==> src/rtl/agc_alu_seq_if.sv <==
// Request/response handshake bundle for the AGC ALU sequencer.
// master = control-pulse decoder side, slave = sequencer side.
interface agc_alu_seq_if #(
  parameter int NUM_BIT = 15
);
  logic                   req_valid;
  logic                   req_ready;
  logic [1:0]             req_op;
  logic [2*NUM_BIT-1:0]   req_a;
  logic [NUM_BIT-1:0]     req_b;
  logic                   rsp_valid;
  logic                   rsp_ready;
  logic [NUM_BIT-1:0]     rsp_hi;
  logic [NUM_BIT-1:0]     rsp_lo;
  logic                   rsp_uflow;

  modport master (
    output req_valid, req_op, req_a, req_b, rsp_ready,
    input  req_ready, rsp_valid, rsp_hi, rsp_lo, rsp_uflow
  );

  modport slave (
    input  req_valid, req_op, req_a, req_b, rsp_ready,
    output req_ready, rsp_valid, rsp_hi, rsp_lo, rsp_uflow
  );
endinterface

==> src/rtl/agc_alu_seq.sv <==
// Sequencer for the ones-complement add/sub, multiplier and divider units.
// Optional macro AGC_ALU_SEQ_DIVZERO_EN: short-circuits DIV by +0/-0 to an underflow response.
module agc_alu_seq #(
  parameter int NUM_BIT  = 15,
  parameter int MULT_LAT = 2,
  parameter int DIV_LAT  = 4
) (
  input  logic                 clk,
  input  logic                 rst_n,
  agc_alu_seq_if.slave         bus,
  output logic                 busy,
  output logic [NUM_BIT-1:0]   as_x,
  output logic [NUM_BIT-1:0]   as_y,
  output logic                 as_sub,
  input  logic [NUM_BIT-1:0]   as_sum,
  output logic [NUM_BIT-1:0]   mu_x,
  output logic [NUM_BIT-1:0]   mu_y,
  input  logic [2*NUM_BIT-1:0] mu_prod,
  input  logic                 mu_uflow,
  output logic [2*NUM_BIT-1:0] du_numer,
  output logic [NUM_BIT-1:0]   du_denom,
  input  logic [NUM_BIT-1:0]   du_quot,
  input  logic [NUM_BIT-1:0]   du_rem,
  input  logic                 du_uflow
);

  localparam int MAX_LAT = (MULT_LAT > DIV_LAT) ? MULT_LAT : DIV_LAT;
  localparam int CW      = $clog2(MAX_LAT) + 1;
  localparam logic [CW-1:0] MULT_CNT = CW'(MULT_LAT - 1);
  localparam logic [CW-1:0] DIV_CNT  = CW'(DIV_LAT - 1);

  typedef enum logic [1:0] {
    IDLE = 2'd0,
    EXEC = 2'd1,
    HOLD = 2'd2
  } state_t;

  typedef enum logic [1:0] {
    OP_ADD  = 2'b00,
    OP_SUB  = 2'b01,
    OP_MULT = 2'b10,
    OP_DIV  = 2'b11
  } op_t;

  state_t         state, state_nxt;
  op_t            op_q;
  op_t            req_op;
  logic [CW-1:0]  cnt;
  logic           dz_q;
  logic           st_idle;
  logic           accept;
  logic           capture;
  logic           div_zero;

  assign req_op = op_t'(bus.req_op);

  // The unused encoding behaves exactly like IDLE.
  assign st_idle = (state != EXEC) && (state != HOLD);
  assign busy    = !st_idle;

  assign bus.req_ready = rst_n && (st_idle || ((state == HOLD) && bus.rsp_ready));
  assign bus.rsp_valid = (state == HOLD);
  assign accept        = bus.req_valid && bus.req_ready;
  assign capture       = (state == EXEC) && (cnt == '0);

`ifdef AGC_ALU_SEQ_DIVZERO_EN
  assign div_zero = (req_op == OP_DIV) && ((bus.req_b == '0) || (bus.req_b == '1));
`else
  assign div_zero = 1'b0;
`endif

  always_ff @(posedge clk or negedge rst_n) begin
    if (!rst_n) state <= IDLE;
    else        state <= state_nxt;
  end

  always_comb begin
    state_nxt = state;
    case (state)
      EXEC: if (cnt == '0) state_nxt = HOLD;
      HOLD: begin
        if (accept)             state_nxt = EXEC;
        else if (bus.rsp_ready) state_nxt = IDLE;
      end
      default: state_nxt = accept ? EXEC : IDLE;
    endcase
  end

  // Only the selected unit's operand registers move; the others keep their values.
  always_ff @(posedge clk or negedge rst_n) begin
    if (!rst_n) begin
      op_q     <= OP_ADD;
      cnt      <= '0;
      dz_q     <= 1'b0;
      as_x     <= '0;
      as_y     <= '0;
      as_sub   <= 1'b0;
      mu_x     <= '0;
      mu_y     <= '0;
      du_numer <= '0;
      du_denom <= '0;
    end else if (accept) begin
      op_q <= req_op;
      dz_q <= div_zero;
      case (req_op)
        OP_MULT: begin
          mu_x <= bus.req_a[NUM_BIT-1:0];
          mu_y <= bus.req_b;
          cnt  <= MULT_CNT;
        end
        OP_DIV: begin
          if (div_zero) begin
            cnt <= '0;
          end else begin
            du_numer <= bus.req_a;
            du_denom <= bus.req_b;
            cnt      <= DIV_CNT;
          end
        end
        default: begin
          as_x   <= bus.req_a[NUM_BIT-1:0];
          as_y   <= bus.req_b;
          as_sub <= (req_op == OP_SUB);
          cnt    <= '0;
        end
      endcase
    end else if ((state == EXEC) && (cnt != '0)) begin
      cnt <= cnt - CW'(1);
    end
  end

  // Unit outputs are looked at only on the capture edge.
  always_ff @(posedge clk or negedge rst_n) begin
    if (!rst_n) begin
      bus.rsp_hi    <= '0;
      bus.rsp_lo    <= '0;
      bus.rsp_uflow <= 1'b0;
    end else if (capture) begin
      case (op_q)
        OP_MULT: begin
          bus.rsp_hi    <= mu_prod[2*NUM_BIT-1:NUM_BIT];
          bus.rsp_lo    <= mu_prod[NUM_BIT-1:0];
          bus.rsp_uflow <= mu_uflow;
        end
        OP_DIV: begin
          bus.rsp_hi    <= dz_q ? '0 : du_quot;
          bus.rsp_lo    <= dz_q ? '0 : du_rem;
          bus.rsp_uflow <= dz_q | du_uflow;
        end
        default: begin
          bus.rsp_hi    <= '0;
          bus.rsp_lo    <= as_sum;
          bus.rsp_uflow <= 1'b0;
        end
      endcase
    end
  end

endmodule
==> src/flat_wrapper.sv <==
// flat-port wrapper written by rule: the top's interface ports become plain ports
module agc_alu_seq_flat 
#(
  parameter int NUM_BIT  = 15,
  parameter int MULT_LAT = 2,
  parameter int DIV_LAT  = 4
)
  (clk, rst_n, busy, as_x, as_y, as_sub, as_sum, mu_x, mu_y, mu_prod, mu_uflow, du_numer, du_denom, du_quot, du_rem, du_uflow, bus_req_valid, bus_req_op, bus_req_a, bus_req_b, bus_rsp_ready, bus_req_ready, bus_rsp_valid, bus_rsp_hi, bus_rsp_lo, bus_rsp_uflow);
  agc_alu_seq_if #(.NUM_BIT(NUM_BIT)) bus_i ();
  input  logic clk;
  input  logic rst_n;
  output logic busy;
  output logic [NUM_BIT-1:0] as_x;
  output logic [NUM_BIT-1:0] as_y;
  output logic as_sub;
  input  logic [NUM_BIT-1:0] as_sum;
  output logic [NUM_BIT-1:0] mu_x;
  output logic [NUM_BIT-1:0] mu_y;
  input  logic [2*NUM_BIT-1:0] mu_prod;
  input  logic mu_uflow;
  output logic [2*NUM_BIT-1:0] du_numer;
  output logic [NUM_BIT-1:0] du_denom;
  input  logic [NUM_BIT-1:0] du_quot;
  input  logic [NUM_BIT-1:0] du_rem;
  input  logic du_uflow;
  input wire logic [$bits(bus_i.req_valid)-1:0] bus_req_valid;
  input wire logic [$bits(bus_i.req_op)-1:0] bus_req_op;
  input wire logic [$bits(bus_i.req_a)-1:0] bus_req_a;
  input wire logic [$bits(bus_i.req_b)-1:0] bus_req_b;
  input wire logic [$bits(bus_i.rsp_ready)-1:0] bus_rsp_ready;
  output wire logic [$bits(bus_i.req_ready)-1:0] bus_req_ready;
  output wire logic [$bits(bus_i.rsp_valid)-1:0] bus_rsp_valid;
  output wire logic [$bits(bus_i.rsp_hi)-1:0] bus_rsp_hi;
  output wire logic [$bits(bus_i.rsp_lo)-1:0] bus_rsp_lo;
  output wire logic [$bits(bus_i.rsp_uflow)-1:0] bus_rsp_uflow;
  assign bus_i.req_valid = bus_req_valid;
  assign bus_i.req_op = bus_req_op;
  assign bus_i.req_a = bus_req_a;
  assign bus_i.req_b = bus_req_b;
  assign bus_i.rsp_ready = bus_rsp_ready;
  assign bus_req_ready = bus_i.req_ready;
  assign bus_rsp_valid = bus_i.rsp_valid;
  assign bus_rsp_hi = bus_i.rsp_hi;
  assign bus_rsp_lo = bus_i.rsp_lo;
  assign bus_rsp_uflow = bus_i.rsp_uflow;
  agc_alu_seq #(.NUM_BIT(NUM_BIT), .MULT_LAT(MULT_LAT), .DIV_LAT(DIV_LAT)) u_core (.clk(clk), .rst_n(rst_n), .bus(bus_i), .busy(busy), .as_x(as_x), .as_y(as_y), .as_sub(as_sub), .as_sum(as_sum), .mu_x(mu_x), .mu_y(mu_y), .mu_prod(mu_prod), .mu_uflow(mu_uflow), .du_numer(du_numer), .du_denom(du_denom), .du_quot(du_quot), .du_rem(du_rem), .du_uflow(du_uflow));
endmodule
==> config.mk <==
export PLATFORM = sky130hd
export DESIGN_NAME = agc_alu_seq_flat
export DESIGN_NICKNAME = d
export VERILOG_FILES = /design/src/rtl/agc_alu_seq_if.sv /design/src/rtl/agc_alu_seq.sv /design/src/flat_wrapper.sv
export SDC_FILE = /design/constraint.sdc
export NUM_CORES = 1
export LEC_CHECK = 0
export CORE_MARGIN = 3
export CORE_UTILIZATION = 45
export DETAILED_ROUTE_END_ITERATION = 6
export PLACE_DENSITY = 0.86
export SYNTH_ARGS = -nofsm -noshare
export SYNTH_HDL_FRONTEND = slang
export SYNTH_SLANG_ARGS = --single-unit
==> constraint.sdc <==
create_clock -name clk -period 6 [get_ports clk]
set_clock_uncertainty 0.15 [all_clocks]
set_input_delay 1.2 -clock clk [delete_from_list [all_inputs] [get_ports clk]]
set_output_delay 1.2 -clock clk [all_outputs]
set_load 0.05 [all_outputs]
==> results by group <==
Status
  – Outcome: complete, no violations

Layout
  – Area of the multi-input gates: 2180 sq um
  – Most common cell after layout, fill and taps aside: clkdlybuf4s50_1
  – Share of cells above drive strength 1: 0.202
  – FF+latch area: 3600 sq um
  – # fillers: 832
  – Layout area overhead: 56.7%
  – Antenna cells: 0
  – Nets: 821
  – Most frequent cells in the layout: clkdlybuf4s50_1, dfrtp_1, mux2_2

Placed design
  – DP HPWL: 11.9 mm
  – Port Buffers: 267
  – Gp weighted congestion: 0.773

Global route
  – Initial antenna violation count: 0
  – Vias in the first global route: 4758
  – Global-route wire length before repair: 25.0 mm
  – All-layer global routing usage: 0.222
  – Grt total ovfl: 0
  – Largest net degree at the start of global routing: 61

Timing
  – Final hold viol count: 0
  – Headroom to the max-slew limit: 0.337
  – Final Setup Violations: 0
  – Final period util: 0.743
  – Setup TNS: 0 ns
  – Fmax: 224 MHz
  – Final count of pins violating max slew: 0
  – Worst-margin pin slew: 0.995 ns
  – Crit path time final: 4.46 ns
  – Unrepaired setup endpoints after global routing: no

Synthesis
  – Synth cell types: 25
  – Seq/Total Area, Yosys: 0.608
  – #FFs+latches synth: 144
  – Post-synthesis cell area: 5930 sq um
  – Area contributors post-synth: dfrtp_1, mux2_2, mux2i_1
  – Post-Syn Instances: 419
  – Post-synth top area cell: dfrtp_1
  – Async S/R FF share, synth: 1.00
  – Top FF cell, synth: dfrtp_1
  – Synth warn: 0
  – Post-synth EDFFs: 0
  – Synth Area per Inst: 14.2 sq um
  – Mapped Nets: 551
  – Post-synth top area share: 0.608

Route
  – Detailed Route WL: 16.2 mm
  – DRC Markers: 0
  – TritonRoute pass-1 iters: 6
  – Post-DRT Antenna Nets: 0
  – Vias/cell: 5.06
  – Initial DRC Count: 147
  – Total number of vias: 4403
  – Avg WL per Cell: 18.6 microns

Critical path
  – Reg2Reg Depth: 6
  – Crit Path Class: in2out
  – CP startpoint kind: input pin
  – Worst R2R End: u_core.as_x[1]$_DFFE_PN0P_
  – Worst Path Arrival: 3.11 ns
  – Worst Path Max Fanout: 9
  – Worst EP required: 4.65 ns
  – R2R Setup Slk: 3.42 ns
  – RR Startpoint: u_core.state[0]$_DFFE_PN0P_
  – CP endpoint kind: output pin
  – Crit. Startpoint: bus_rsp_ready

Clock network
  – CTS tree: built
  – Root Buffer: clkbuf_16
  – CTS H-tree depth: 4
  – Num CTS Buffers: 17
  – # hold bufs at CTS: 0
  – Clk pin slew, worst setup/hold paths: 0.05 ns
  – Clock Latency Late Sink: 0.41 ns
  – Total setup buffers inserted after CTS: 0
  – Clock tree buffer depth: 2
  – Post-CTS sizing: 0
  – CTS sink cnt: 144

Die
  – Ports: 268
  – Die W: 121 microns
  – Site Rows: 41
  – Core ar.: 12800 sq um
  – Die height: 121 microns
  – Initial cell density of the core: 0.464
  – DIE AREA: 14600 sq um

Hold path
  – HP Class: reg2reg
  – Min-delay src: u_core.bus.rsp_lo[11]$_DFFE_PN0P_
  – Hold Crit Depth: 1
  – WHS Endpoint: u_core.bus.rsp_lo[11]$_DFFE_PN0P_

Pwr
  – Worst IR Drop VDD: 0.000351 V
  – Switching Fraction: 0.454
  – Seq pwr share: 0.293
  – Internal power: 3.08 mW
  – Static leakage: 4.00 nW
  – Total power: 5.64 mW
  – Clock power share: 0.170
  – Gate power share: 0.537
  – Pwr/cell area: 607 nW/um^2
  – P_sw: 2.56 mW

Flow run
  – Max_cap viols: 0
cell type report:
class	count	share of cell area
well taps	172	0.0232
multi-input cells	245	0.235
clock buffers	24	0.0518
inverters	6	0.00242
repair buffers	275	0.294
flip-flops and latches	144	0.388
clock inverters	5	0.00606
state kept, by name, summed over array words and instances (netlist names):
signal and count:
u_core.du_numer 30, u_core.as_x 15, u_core.as_y 15, u_core.bus.rsp_hi 15, u_core.bus.rsp_lo 15, u_core.du_denom 15
u_core.mu_x 15, u_core.mu_y 15, u_core.cnt 3, u_core.op_q 2, u_core.state 2, u_core.as_sub 1
u_core.bus.rsp_uflow 1
cells in the mapped netlist, drive strengths merged, types with 2 or more instances:
master and instances:
ha 4, mux2i 32, nor2 17, nor2b 3, nor4 3, dfrtp 144, a21o 16, nand2b 2
o21ai 18, buf 14, mux2 108, a21oi 2, clkbuf 10, a211oi 16, nand2 19, inv 6
per-stage QoR:
stage | setup WS (ns) | cells | hold WS, ns | instance area [sq um] | utilization
after global routing | 1.42 | 871 | 0.344 | 9290 | 0.728
after CTS | 1.52 | 871 | 0.327 | 9290 | 0.728
after detailed placement | 1.51 | 842 | 0.315 | 8760 | 0.685
after global placement | 1.55 | 842 | 0.309 | 8760 | 0.685
final | 1.54 | 871 | 0.322 | 9290 | 0.728
after floorplan | 2.12 | 419 | 0.354 | 5930 | -
worst max path at each step:
stage,to,cells past startpoint
global placement,bus_req_ready,4
detailed placement,bus_req_ready,4
CTS,bus_req_ready,4
finish,bus_req_ready,4
global route,bus_req_ready,4
floorplan,bus_req_ready,3
critical path, stage by stage:
cell and delay (ns):
clkdlybuf4s50_1 0.40, nor2b_1 0.65, nor3b_1 0.12, clkdlybuf4s50_1 0.74
logic make-up (layout without fill, tap and decap cells):
family | count (synthesis) | count (layout) | synth area share
adders and majority gates | 4 | 4 | 0.00844
and+or+nand+nor | 48 | 48 | 0.0388
AOI/OAI and AO/OA | 52 | 52 | 0.0574
DFF | 144 | 144 | 0.608
muxes | 140 | 140 | 0.259
buffers and inverters | 30 | 310 | 0.0272
xor gates and xnor gates | 1 | 1 | 0.00148
power groups by stage:
stage,sequential (mW),clock [mW],combinational [mW]
after floorplan,3.00,0,0.579
after global placement,1.63,0,3.01
after detailed placement,1.67,0,3.05
after CTS,1.65,0.982,3.06
after global routing,1.70,1.02,3.15
final,1.65,0.958,3.03
routing by layer:
layer | wire length [microns] | track usage | vias up
li1 | - | - | 2029
met1 | 5910 | 0.240 | 2175
met2 | 8580 | 0.398 | 172
met3 | 1330 | 0.0804 | 27
met4 | 338 | 0.0822 | 0
met5 | 0 | 0 | -
Note: power is estimated with default switching activity, not from simulation.
